### src/rtl/tx_frame_scheduler.sv
// Round-robin scheduler sharing one UART TX between two channels; 4-byte frame (HDR, ID, PAY, SUM) then an idle gap.
// req to first byte is 2 cycles; tx_ready low freezes state, tx_data and tx_valid until the byte is accepted.
module tx_frame_scheduler #(
   parameter int          GAP_CYCLES = 16,
   parameter logic [7:0]  HEADER     = 8'h55
) (
   input  logic       clk,
   input  logic       rst,
   input  logic       req_1,
   input  logic       req_2,
   input  logic [7:0] ch1_data,
   input  logic [7:0] ch2_data,
   input  logic       tx_ready,
   output logic       tx_valid,
   output logic [7:0] tx_data,
   output logic       grant_1,
   output logic       grant_2,
   output logic       frame_done,
   output logic       busy
);

   localparam logic [2:0] S_IDLE = 3'd0;
   localparam logic [2:0] S_HDR  = 3'd1;
   localparam logic [2:0] S_ID   = 3'd2;
   localparam logic [2:0] S_PAY  = 3'd3;
   localparam logic [2:0] S_SUM  = 3'd4;
   localparam logic [2:0] S_GAP  = 3'd5;

   localparam int            CW       = (GAP_CYCLES > 0) ? $clog2(GAP_CYCLES + 1) : 1;
   localparam logic [CW-1:0] GAP_LAST = CW'((GAP_CYCLES > 0) ? GAP_CYCLES - 1 : 0);

   logic [2:0]    state_q, state_d;
   logic          pend_1_q, pend_1_d;
   logic          pend_2_q, pend_2_d;
   logic          last_2_q, last_2_d;
   logic          grant_1_q, grant_1_d;
   logic          grant_2_q, grant_2_d;
   logic [7:0]    pay_q, pay_d;
   logic [7:0]    acc_q, acc_d;
   logic [CW-1:0] cnt_q, cnt_d;
   logic          done_q, done_d;

   logic accept;
   logic grant_go;
   logic pick_1;
   logic pick_2;

   assign tx_valid   = (state_q == S_HDR) || (state_q == S_ID) ||
                       (state_q == S_PAY) || (state_q == S_SUM);
   assign accept     = tx_valid && tx_ready;
   assign grant_1    = grant_1_q;
   assign grant_2    = grant_2_q;
   assign frame_done = done_q;
   assign busy       = (state_q != S_IDLE);

   // last_2_q set means channel 2 was served last, so channel 1 wins a tie.
   assign pick_1   = pend_1_q && (!pend_2_q || last_2_q);
   assign pick_2   = pend_2_q && !pick_1;
   assign grant_go = (state_q == S_IDLE) && (pend_1_q || pend_2_q);

   always_comb begin
      case (state_q)
         S_HDR:   tx_data = HEADER;
         S_ID:    tx_data = grant_2_q ? 8'h32 : 8'h31;
         S_PAY:   tx_data = pay_q;
         S_SUM:   tx_data = acc_q;
         default: tx_data = 8'h00;
      endcase
   end

   always_comb begin
      state_d   = state_q;
      last_2_d  = last_2_q;
      grant_1_d = grant_1_q;
      grant_2_d = grant_2_q;
      pay_d     = pay_q;
      acc_d     = acc_q;
      cnt_d     = cnt_q;
      done_d    = 1'b0;
      // A request arriving on the granting edge re-arms the latch.
      pend_1_d  = req_1 || (pend_1_q && !(grant_go && pick_1));
      pend_2_d  = req_2 || (pend_2_q && !(grant_go && pick_2));

      case (state_q)
         S_IDLE: begin
            if (grant_go) begin
               state_d   = S_HDR;
               grant_1_d = pick_1;
               grant_2_d = pick_2;
               pay_d     = pick_1 ? ch1_data : ch2_data;
               acc_d     = HEADER;
               last_2_d  = pick_2;
            end
         end
         S_HDR: begin
            if (accept) state_d = S_ID;
         end
         S_ID: begin
            if (accept) begin
               acc_d   = acc_q ^ tx_data;
               state_d = S_PAY;
            end
         end
         S_PAY: begin
            if (accept) begin
               acc_d   = acc_q ^ tx_data;
               state_d = S_SUM;
            end
         end
         S_SUM: begin
            if (accept) begin
               grant_1_d = 1'b0;
               grant_2_d = 1'b0;
               done_d    = 1'b1;
               cnt_d     = '0;
               state_d   = (GAP_CYCLES == 0) ? S_IDLE : S_GAP;
            end
         end
         S_GAP: begin
            if (cnt_q == GAP_LAST) begin
               cnt_d   = '0;
               state_d = S_IDLE;
            end else if (cnt_q != '1) begin
               cnt_d = cnt_q + 1'b1;
            end
         end
         default: state_d = S_IDLE;
      endcase
   end

   always_ff @(posedge clk or posedge rst) begin
      if (rst) begin
         state_q   <= S_IDLE;
         pend_1_q  <= 1'b0;
         pend_2_q  <= 1'b0;
         last_2_q  <= 1'b1;
         grant_1_q <= 1'b0;
         grant_2_q <= 1'b0;
         pay_q     <= 8'h00;
         acc_q     <= 8'h00;
         cnt_q     <= '0;
         done_q    <= 1'b0;
      end else begin
         state_q   <= state_d;
         pend_1_q  <= pend_1_d;
         pend_2_q  <= pend_2_d;
         last_2_q  <= last_2_d;
         grant_1_q <= grant_1_d;
         grant_2_q <= grant_2_d;
         pay_q     <= pay_d;
         acc_q     <= acc_d;
         cnt_q     <= cnt_d;
         done_q    <= done_d;
      end
   end

endmodule

### config.mk
export PLATFORM = sky130hd
export DESIGN_NAME = tx_frame_scheduler
export DESIGN_NICKNAME = d
export VERILOG_FILES = /design/src/rtl/tx_frame_scheduler.sv
export SDC_FILE = /design/constraint.sdc
export NUM_CORES = 1
export LEC_CHECK = 0
export BUFFER_PORTS_ARGS = -buffer_cell sky130_fd_sc_hd__buf_4
export CORE_ASPECT_RATIO = 0.6
export CORE_MARGIN = 4
export CORE_UTILIZATION = 55
export DETAILED_ROUTE_END_ITERATION = 16
export PLACE_DENSITY = 0.89
export SETUP_SLACK_MARGIN = 0.1
export SYNTH_ARGS = -nofsm -noshare
export SYNTH_HDL_FRONTEND = slang
export SYNTH_SLANG_ARGS = --single-unit
export TNS_END_PERCENT = 30
### constraint.sdc
create_clock -name clk -period 3.2 [get_ports clk]
set_clock_uncertainty 0.05 [all_clocks]
set_input_delay 0.64 -clock clk [delete_from_list [all_inputs] [get_ports clk]]
set_output_delay 0.64 -clock clk [all_outputs]
set_load 0.02 [all_outputs]
==> metrics.txt, run 1 <==
# TYPE chip_impl_metric gauge
chip_impl_metric{name="fraction_of_the_cycle_the_final_worst_path_needs",unit="%"} 82.4
chip_impl_metric{name="yosysWarningCount",unit=""} 0
chip_impl_metric{name="worst_ir_drop_vdd",unit="mV"} 0.481
chip_impl_metric{name="antenna_nets_post_route",unit=""} 0
chip_impl_metric{name="cts_resized",unit=""} 0
chip_impl_metric{name="dp.final_hpwl",unit="um"} 2800
chip_impl_metric{name="dpl_cell_area",unit="um^2"} 1900
chip_impl_metric{name="synth.yosys.seq_area_share",unit="%"} 46.3
chip_impl_metric{name="path_clk_slew",unit="ns"} 0.06
chip_impl_metric{name="fmaxAchievable",unit="MHz"} 379
chip_impl_metric{name="clock_insertion_delay_worst_skew",unit="ns"} 0.27
chip_impl_metric{name="setup_violations",unit=""} 0
chip_impl_metric{name="synth-async-reset-ratio",unit="%"} 100
chip_impl_metric{name="share_seq_of_total_power",unit="%"} 35.8
chip_impl_metric{name="cpPeakStageDelay",unit="ns"} 0.71
chip_impl_metric{name="core",unit="um^2"} 2660
chip_impl_metric{name="clk_path_buf_depth",unit=""} 2
chip_impl_metric{name="combinationalPowerShare",unit="%"} 51.5
chip_impl_info{name="outcome",value="complete, no violations"} 1
chip_impl_metric{name="crit_fanout",unit=""} 20
chip_impl_metric{name="floorplan.initialDensity",unit="%"} 60.9
chip_impl_info{name="clock_tree.root_cell",value="sky130_fd_sc_hd__clkbuf_8"} 1
chip_impl_metric{name="non_filler_cells_in_the_finished_layout",unit=""} 249
chip_impl_metric{name="timing.critical_path.required",unit="ns"} 2.51
chip_impl_metric{name="total_leakage_power",unit="nW"} 0.926
chip_impl_metric{name="post-route-min-period",unit="ns"} 2.64
chip_impl_metric{name="fp-row-count",unit=""} 14
chip_impl_info{name="grt_setup_unrepaired",value="false"} 1
chip_impl_metric{name="final_layout_size_suffix_gt1_share",unit="%"} 22.0
chip_impl_metric{name="netlist-cell-type-count",unit=""} 48
chip_impl_metric{name="number_of_hold_violations_in_the_final_report",unit=""} 0
chip_impl_info{name="timing.critical_path.from_type",value="flip-flop"} 1
chip_impl_metric{name="grt_max_degree",unit=""} 31
chip_impl_metric{name="number_of_global_route_vias_before_repair",unit=""} 1375
chip_impl_info{name="most_used_cells_in_the_layout_excluding_fill_and_tap_cells",value="sky130_fd_sc_hd__buf_4 (35), sky130_fd_sc_hd__nand2_1 (31), sky130_fd_sc_hd__dfrtp_1 (29)"} 1
chip_impl_metric{name="final_slew_violations",unit=""} 0
chip_impl_metric{name="layout.nets",unit=""} 231
chip_impl_metric{name="timing.slew.headroom",unit="%"} 26.5
chip_impl_info{name="setup.worst_path.class",value="flip-flop to output port"} 1
chip_impl_metric{name="power.net_switching",unit="uW"} 952
chip_impl_metric{name="switching_share",unit="%"} 44.4
chip_impl_metric{name="post-route-cell-area",unit="um^2"} 1980
chip_impl_metric{name="power.density",unit="nW/um^2"} 1090
chip_impl_metric{name="cts_setup_buffers",unit=""} 0
chip_impl_metric{name="synth-seq-cells",unit=""} 30
chip_impl_metric{name="clock_power_share",unit="%"} 12.7
chip_impl_metric{name="syn-cell-area",unit="um^2"} 1620
chip_impl_metric{name="syn_inst",unit=""} 175
chip_impl_metric{name="tightest_slew",unit="ns"} 1.09
chip_impl_metric{name="place_inst",unit=""} 242
chip_impl_info{name="timing.critical_path.slowest_stage_cell",value="sky130_fd_sc_hd__dfrtp_1"} 1
chip_impl_info{name="tritoncts",value="done"} 1
chip_impl_metric{name="drtIter0Drc",unit=""} 173
chip_impl_metric{name="sink_count_of_the_clock_tree",unit=""} 30
chip_impl_metric{name="insertedDiodeCount",unit=""} 0
chip_impl_info{name="endpoint_kind",value="output port"} 1
chip_impl_metric{name="portBuffers",unit=""} 33
chip_impl_info{name="worstPathCellList",value="nor3b_2 > a22o_1 > buf_4"} 1
chip_impl_metric{name="grt_usage",unit="%"} 20.4
chip_impl_metric{name="critical_path_buf_inv_count",unit=""} 1
chip_impl_metric{name="p_total",unit="mW"} 2.14
chip_impl_metric{name="ioPinCount",unit=""} 34
chip_impl_info{name="synthFlopType",value="sky130_fd_sc_hd__dfrtp_1"} 1
chip_impl_metric{name="synth_area_per_cell",unit="um^2"} 9.27
chip_impl_info{name="hold_class",value="primary input to asynchronous set/reset pin"} 1
chip_impl_info{name="timing.critical_path.max_delay_family",value="flip-flops"} 1
chip_impl_metric{name="floorplan.die_area",unit="um^2"} 3910
chip_impl_metric{name="cts_h_tree_lvls",unit=""} 2
chip_impl_metric{name="internal_power",unit="mW"} 1.19
chip_impl_metric{name="max_cap_violations",unit=""} 0
chip_impl_metric{name="grt_pass1_wl",unit="um"} 6230
chip_impl_metric{name="synthToLayoutAreaGrowth",unit="%"} 21.7
chip_impl_metric{name="synth-edff-count",unit=""} 0
chip_impl_metric{name="antenna_found_initial",unit=""} 0
chip_impl_metric{name="overall_routed_net_length",unit="um"} 3750
chip_impl_metric{name="routabilityCongestion",unit=""} 0.869
chip_impl_metric{name="drt-wirelength-per-cell",unit="um"} 15.1
chip_impl_metric{name="syn_nets",unit=""} 197
chip_impl_info{name="layout.cells.most_common",value="sky130_fd_sc_hd__buf_4"} 1
chip_impl_metric{name="grt-ovfl-total",unit=""} 0
chip_impl_metric{name="cts_made_buffers",unit=""} 5
chip_impl_metric{name="arrival",unit="ns"} 1.95
chip_impl_metric{name="dr.pass1.iters",unit=""} 4
chip_impl_metric{name="setup_tns",unit="ns"} 0
chip_impl_metric{name="drc",unit=""} 0
chip_impl_metric{name="fp.dieH",unit="um"} 50.1
chip_impl_metric{name="via_per_inst",unit=""} 5.80
chip_impl_metric{name="cts-hold-fix-buffers",unit=""} 0
chip_impl_metric{name="routed-via-count",unit=""} 1444
chip_impl_metric{name="die_w",unit="um"} 78.1
==> metrics by stage <==
stage	util (%)	worst slack [ns]	hold slack, ns
after floorplan	-	1.09	0.394
after global placement	71.3	0.973	0.411
after detailed placement	71.3	0.905	0.425
after CTS	74.2	0.602	0.402
after global routing	74.2	0.401	0.422
final	74.2	0.562	0.386
==> worst reg2reg max path: cells and delay by family, from the launching register on <==
| kind | cells | cell delay (ns) |
|---|---|---|
| AOI/OAI and AO/OA | 1 | 0.26 |
| DFF | 1 | 0.71 |
| and+or+nand+nor | 2 | 0.73 |
| muxes | 1 | 0.17 |
==> cell usage after synthesis (all sizes together) (3+ instances only) <==
cell type | number | area (um^2)
nand2 | 31 | 116
dfrtp | 29 | 726
mux2i | 15 | 150
o21ai | 14 | 70.1
nor2 | 10 | 37.5
a21oi | 7 | 35.0
inv | 7 | 26.3
nor3 | 7 | 40.0
buf | 6 | 28.8
and3 | 3 | 18.8
nand2b | 3 | 18.8
nand3 | 3 | 15.0
nor2b | 3 | 18.8
==> logic make-up (layout without fill, tap and decap cells) <==
logic type	count (synthesis)	in the layout	synth area share, %
flip-flops	30	30	46.3
XOR/XNOR	3	3	1.62
AND/OR/NAND/NOR	73	73	23.2
buffers and inverters	15	49	3.86
adder cells (fa/ha/maj)	1	1	0.771
multiplexers	16	16	9.95
AO/OA/AOI/OAI	37	37	14.3
==> layout make-up <==
| cell class | instances | area (um^2) |
|---|---|---|
| inverter | 7 | 26.3 |
| sequential | 30 | 752 |
| timing repair buffer | 35 | 263 |
| clock buffer | 7 | 76.3 |
| tap | 40 | 50.0 |
| fill | 185 | 687 |
| multi-input combinational | 130 | 808 |
==> routing by layer <==
metal  up-vias  track usage (%)  part of all wire [%]
met3         6             7.64                   9.5
met5         -                0                     0
met4         0             5.52                  0.75
li1        687                -                     -
met1       678             27.4                    44
met2        73             31.1                    45
==> state kept, by name, indices dropped and copies added, names as in the netlist, 3 cells and up <==
register / cells
cnt_q: 5
state_q: 3
acc_q: 8
pay_q: 8
==> final timing paths <==
check | from | endpoint | slack [ns] | depth (start not counted)
setup / recovery | state_q[2] | tx_data[6] | 0.56 | 3
hold / removal | rst | pay_q[4] | 0.39 | 3
max in group asynchronous | rst | last_2_q | 2.39 | 3
setup reg to reg | state_q[2] | acc_q[6] | 1.20 | 4
hold reg to reg | acc_q[4] | acc_q[4] | 0.44 | 1
min in group clk | acc_q[4] | acc_q[4] | 0.44 | 1
==> power groups by stage <==
stage                     registers, mW  logic (mW)  clock network (mW)
after floorplan                   0.662       0.855                   0
after global placement            0.748        1.05                   0
after detailed placement          0.760        1.10                   0
after CTS                         0.757        1.10               0.280
after global routing              0.790        1.22               0.301
final                             0.768        1.10               0.272
Note: power is estimated with default switching activity, not from simulation.
==> run 2, diff against run 1 <==
--- a/config.mk
+++ b/config.mk
@@ -8,9 +8,9 @@
 export BUFFER_PORTS_ARGS = -buffer_cell sky130_fd_sc_hd__buf_4
 export CORE_ASPECT_RATIO = 0.6
 export CORE_MARGIN = 4
-export CORE_UTILIZATION = 55
+export CORE_UTILIZATION = 54
 export DETAILED_ROUTE_END_ITERATION = 16
-export PLACE_DENSITY = 0.89
+export PLACE_DENSITY = 0.88
 export SETUP_SLACK_MARGIN = 0.1
 export SYNTH_ARGS = -nofsm -noshare
 export SYNTH_HDL_FRONTEND = slang
==> constraint.sdc (replaced) <==
create_clock -name clk -period 2.6 [get_ports clk]
set_clock_uncertainty 0.05 [all_clocks]
set_input_delay 0.52 -clock clk [delete_from_list [all_inputs] [get_ports clk]]
set_output_delay 0.52 -clock clk [all_outputs]
set_load 0.02 [all_outputs]
==> metrics.txt, run 2 (same netlist as run 1, synthesis figures left out) <==
# TYPE chip_impl_metric gauge
chip_impl_metric{name="number_of_global_route_vias_before_repair",unit=""} 1374
chip_impl_metric{name="placement.setup.worst_slack",unit="ns"} 0.448
chip_impl_metric{name="setup_tns",unit="ns"} 0
chip_impl_metric{name="core",unit="um^2"} 2870
chip_impl_metric{name="power.density",unit="nW/um^2"} 1360
chip_impl_metric{name="floorplan.die_area",unit="um^2"} 3980
chip_impl_info{name="outcome",value="complete, no violations"} 1
chip_impl_metric{name="via_per_inst",unit=""} 5.63
chip_impl_info{name="timing.critical_path.from_type",value="flip-flop"} 1
chip_impl_metric{name="cts_h_tree_lvls",unit=""} 2
chip_impl_metric{name="drt-wirelength-per-cell",unit="um"} 15.7
chip_impl_metric{name="timing.critical_path.required",unit="ns"} 2.03
chip_impl_metric{name="non_filler_cells_in_the_finished_layout",unit=""} 254
chip_impl_metric{name="sink_count_of_the_clock_tree",unit=""} 30
chip_impl_metric{name="antenna_nets_post_route",unit=""} 0
chip_impl_metric{name="clock_insertion_delay_worst_skew",unit="ns"} 0.28
chip_impl_metric{name="grt_pass1_wl",unit="um"} 6520
chip_impl_metric{name="insertedDiodeCount",unit=""} 0
chip_impl_metric{name="portBuffers",unit=""} 33
chip_impl_metric{name="overall_routed_net_length",unit="um"} 3990
chip_impl_metric{name="cts-hold-fix-buffers",unit=""} 0
chip_impl_metric{name="antenna_found_initial",unit=""} 0
chip_impl_metric{name="final_layout_size_suffix_gt1_share",unit="%"} 24.1
chip_impl_metric{name="timing.slew.headroom",unit="%"} 54.8
chip_impl_metric{name="cts_setup_buffers",unit=""} 0
chip_impl_info{name="worstPathCellList",value="nor3b_1 > or4_4 > buf_4"} 1
chip_impl_metric{name="fp-row-count",unit=""} 15
chip_impl_metric{name="timing.hold.ws",unit="ns"} 0.260
chip_impl_metric{name="final_slew_violations",unit=""} 0
chip_impl_metric{name="post-route-min-period",unit="ns"} 2.49
chip_impl_info{name="setup.worst_path.class",value="flip-flop to output port"} 1
chip_impl_metric{name="fraction_of_the_cycle_the_final_worst_path_needs",unit="%"} 95.7
chip_impl_metric{name="cpPeakStageDelay",unit="ns"} 0.63
chip_impl_info{name="endpoint_kind",value="output port"} 1
chip_impl_metric{name="setup_violations",unit=""} 0
chip_impl_info{name="tritoncts",value="done"} 1
chip_impl_metric{name="place_inst",unit=""} 246
chip_impl_info{name="layout.cells.most_common",value="sky130_fd_sc_hd__buf_4"} 1
chip_impl_metric{name="dr.pass1.iters",unit=""} 4
chip_impl_metric{name="post-route-cell-area",unit="um^2"} 2020
chip_impl_metric{name="routed-via-count",unit=""} 1431
chip_impl_metric{name="floorplan.initialDensity",unit="%"} 56.5
chip_impl_metric{name="post-route-util",unit="%"} 70.3
chip_impl_metric{name="path_clk_slew",unit="ns"} 0.06
chip_impl_metric{name="p_total",unit="mW"} 2.73
chip_impl_metric{name="layout.nets",unit=""} 233
chip_impl_metric{name="tightest_slew",unit="ns"} 0.678
chip_impl_metric{name="clk_path_buf_depth",unit=""} 2
chip_impl_metric{name="routabilityCongestion",unit=""} 0.857
chip_impl_metric{name="dpl_cell_area",unit="um^2"} 1920
chip_impl_metric{name="fmaxAchievable",unit="MHz"} 402
chip_impl_metric{name="rrSetupSlack",unit="ns"} 0.67
chip_impl_metric{name="drc",unit=""} 0
chip_impl_metric{name="grt-ovfl-total",unit=""} 0
chip_impl_metric{name="crit_fanout",unit=""} 21
chip_impl_metric{name="ioPinCount",unit=""} 34
chip_impl_metric{name="number_of_hold_violations_in_the_final_report",unit=""} 0
chip_impl_metric{name="drtIter0Drc",unit=""} 227
chip_impl_metric{name="synthToLayoutAreaGrowth",unit="%"} 24.4
chip_impl_info{name="grt_setup_unrepaired",value="true"} 1
chip_impl_metric{name="worst_ir_drop_vdd",unit="mV"} 0.499
chip_impl_info{name="timing.critical_path.slowest_stage_cell",value="sky130_fd_sc_hd__dfrtp_1"} 1
chip_impl_metric{name="grt_usage",unit="%"} 21.7
chip_impl_metric{name="max_cap_violations",unit=""} 0
chip_impl_metric{name="die_w",unit="um"} 78.8
chip_impl_metric{name="fp.dieH",unit="um"} 50.5
chip_impl_info{name="most_used_cells_in_the_layout_excluding_fill_and_tap_cells",value="sky130_fd_sc_hd__buf_4 (37), sky130_fd_sc_hd__nand2_1 (31), sky130_fd_sc_hd__dfrtp_1 (29)"} 1
chip_impl_metric{name="total_leakage_power",unit="nW"} 0.948
chip_impl_info{name="reg_top3",value="acc_q x8, pay_q x8, cnt_q x5"} 1
chip_impl_metric{name="cts_made_buffers",unit=""} 5
chip_impl_metric{name="dp.final_hpwl",unit="um"} 2940
chip_impl_info{name="hold_class",value="primary input to asynchronous set/reset pin"} 1
chip_impl_info{name="clock_tree.root_cell",value="sky130_fd_sc_hd__clkbuf_8"} 1
chip_impl_metric{name="finalWorstSetupSlack",unit="ns"} 0.112
chip_impl_metric{name="grt_max_degree",unit=""} 31
chip_impl_metric{name="arrival",unit="ns"} 1.92
==> run 2: worst paths after layout <==
check / cells after the start / startpoint / endpoint
max: 3 / state_q[0] / tx_data[0]
min: 3 / rst / pay_q[5]
max reg2reg: 4 / state_q[0] / acc_q[0]
min reg2reg: 1 / acc_q[3] / acc_q[3]
max in group asynchronous: 3 / rst / last_2_q
min in group clk: 2 / req_2 / pend_2_q
==> run 2: final cells by class <==
| class | instances | area (um^2) |
|---|---|---|
| inverters | 7 | 26.3 |
| repair buffers | 37 | 278 |
| well taps | 42 | 52.6 |
| flip-flops and latches | 30 | 752 |
| multi-input cells | 130 | 815 |
| clock buffers | 6 | 82.6 |
| clock inverters | 2 | 12.5 |
| fillers | 214 | 853 |
==> run 2: worst max-delay path, delay by kind of cell, from the launching register on <==
kind	cells	cell delay (ns)
buffers and inverters	1	0.18
flip-flops	1	0.63
AND/OR/NAND/NOR	2	0.84
==> run 2: power breakdown <==
group          switching, mW  total [mW]  internal (mW)  leakage [nW]
clock                  0.175       0.387          0.212        0.0472
sequential             0.260       0.932          0.672         0.363
combinational          0.780        1.42          0.636         0.538
==> run 2: per-layer routing <==
metal	track usage [%]	wire length, um	up-vias	part of all wire (%)
met1	29.7	1720	666	43
li1	-	-	689	-
met2	33.2	1870	69	47
met4	7.56	51	0	1.3
met3	5.91	350	7	8.8
met5	0	0	-	0
==> run 2: what timing repair did <==
| item | 4_1_cts | 5_1_grt |
|---|---|---|
| endpoints found under the setup margin | 0 | 7 |
| resized for setup | 0 | 1 |
| endpoints found under the hold margin | 0 | 0 |
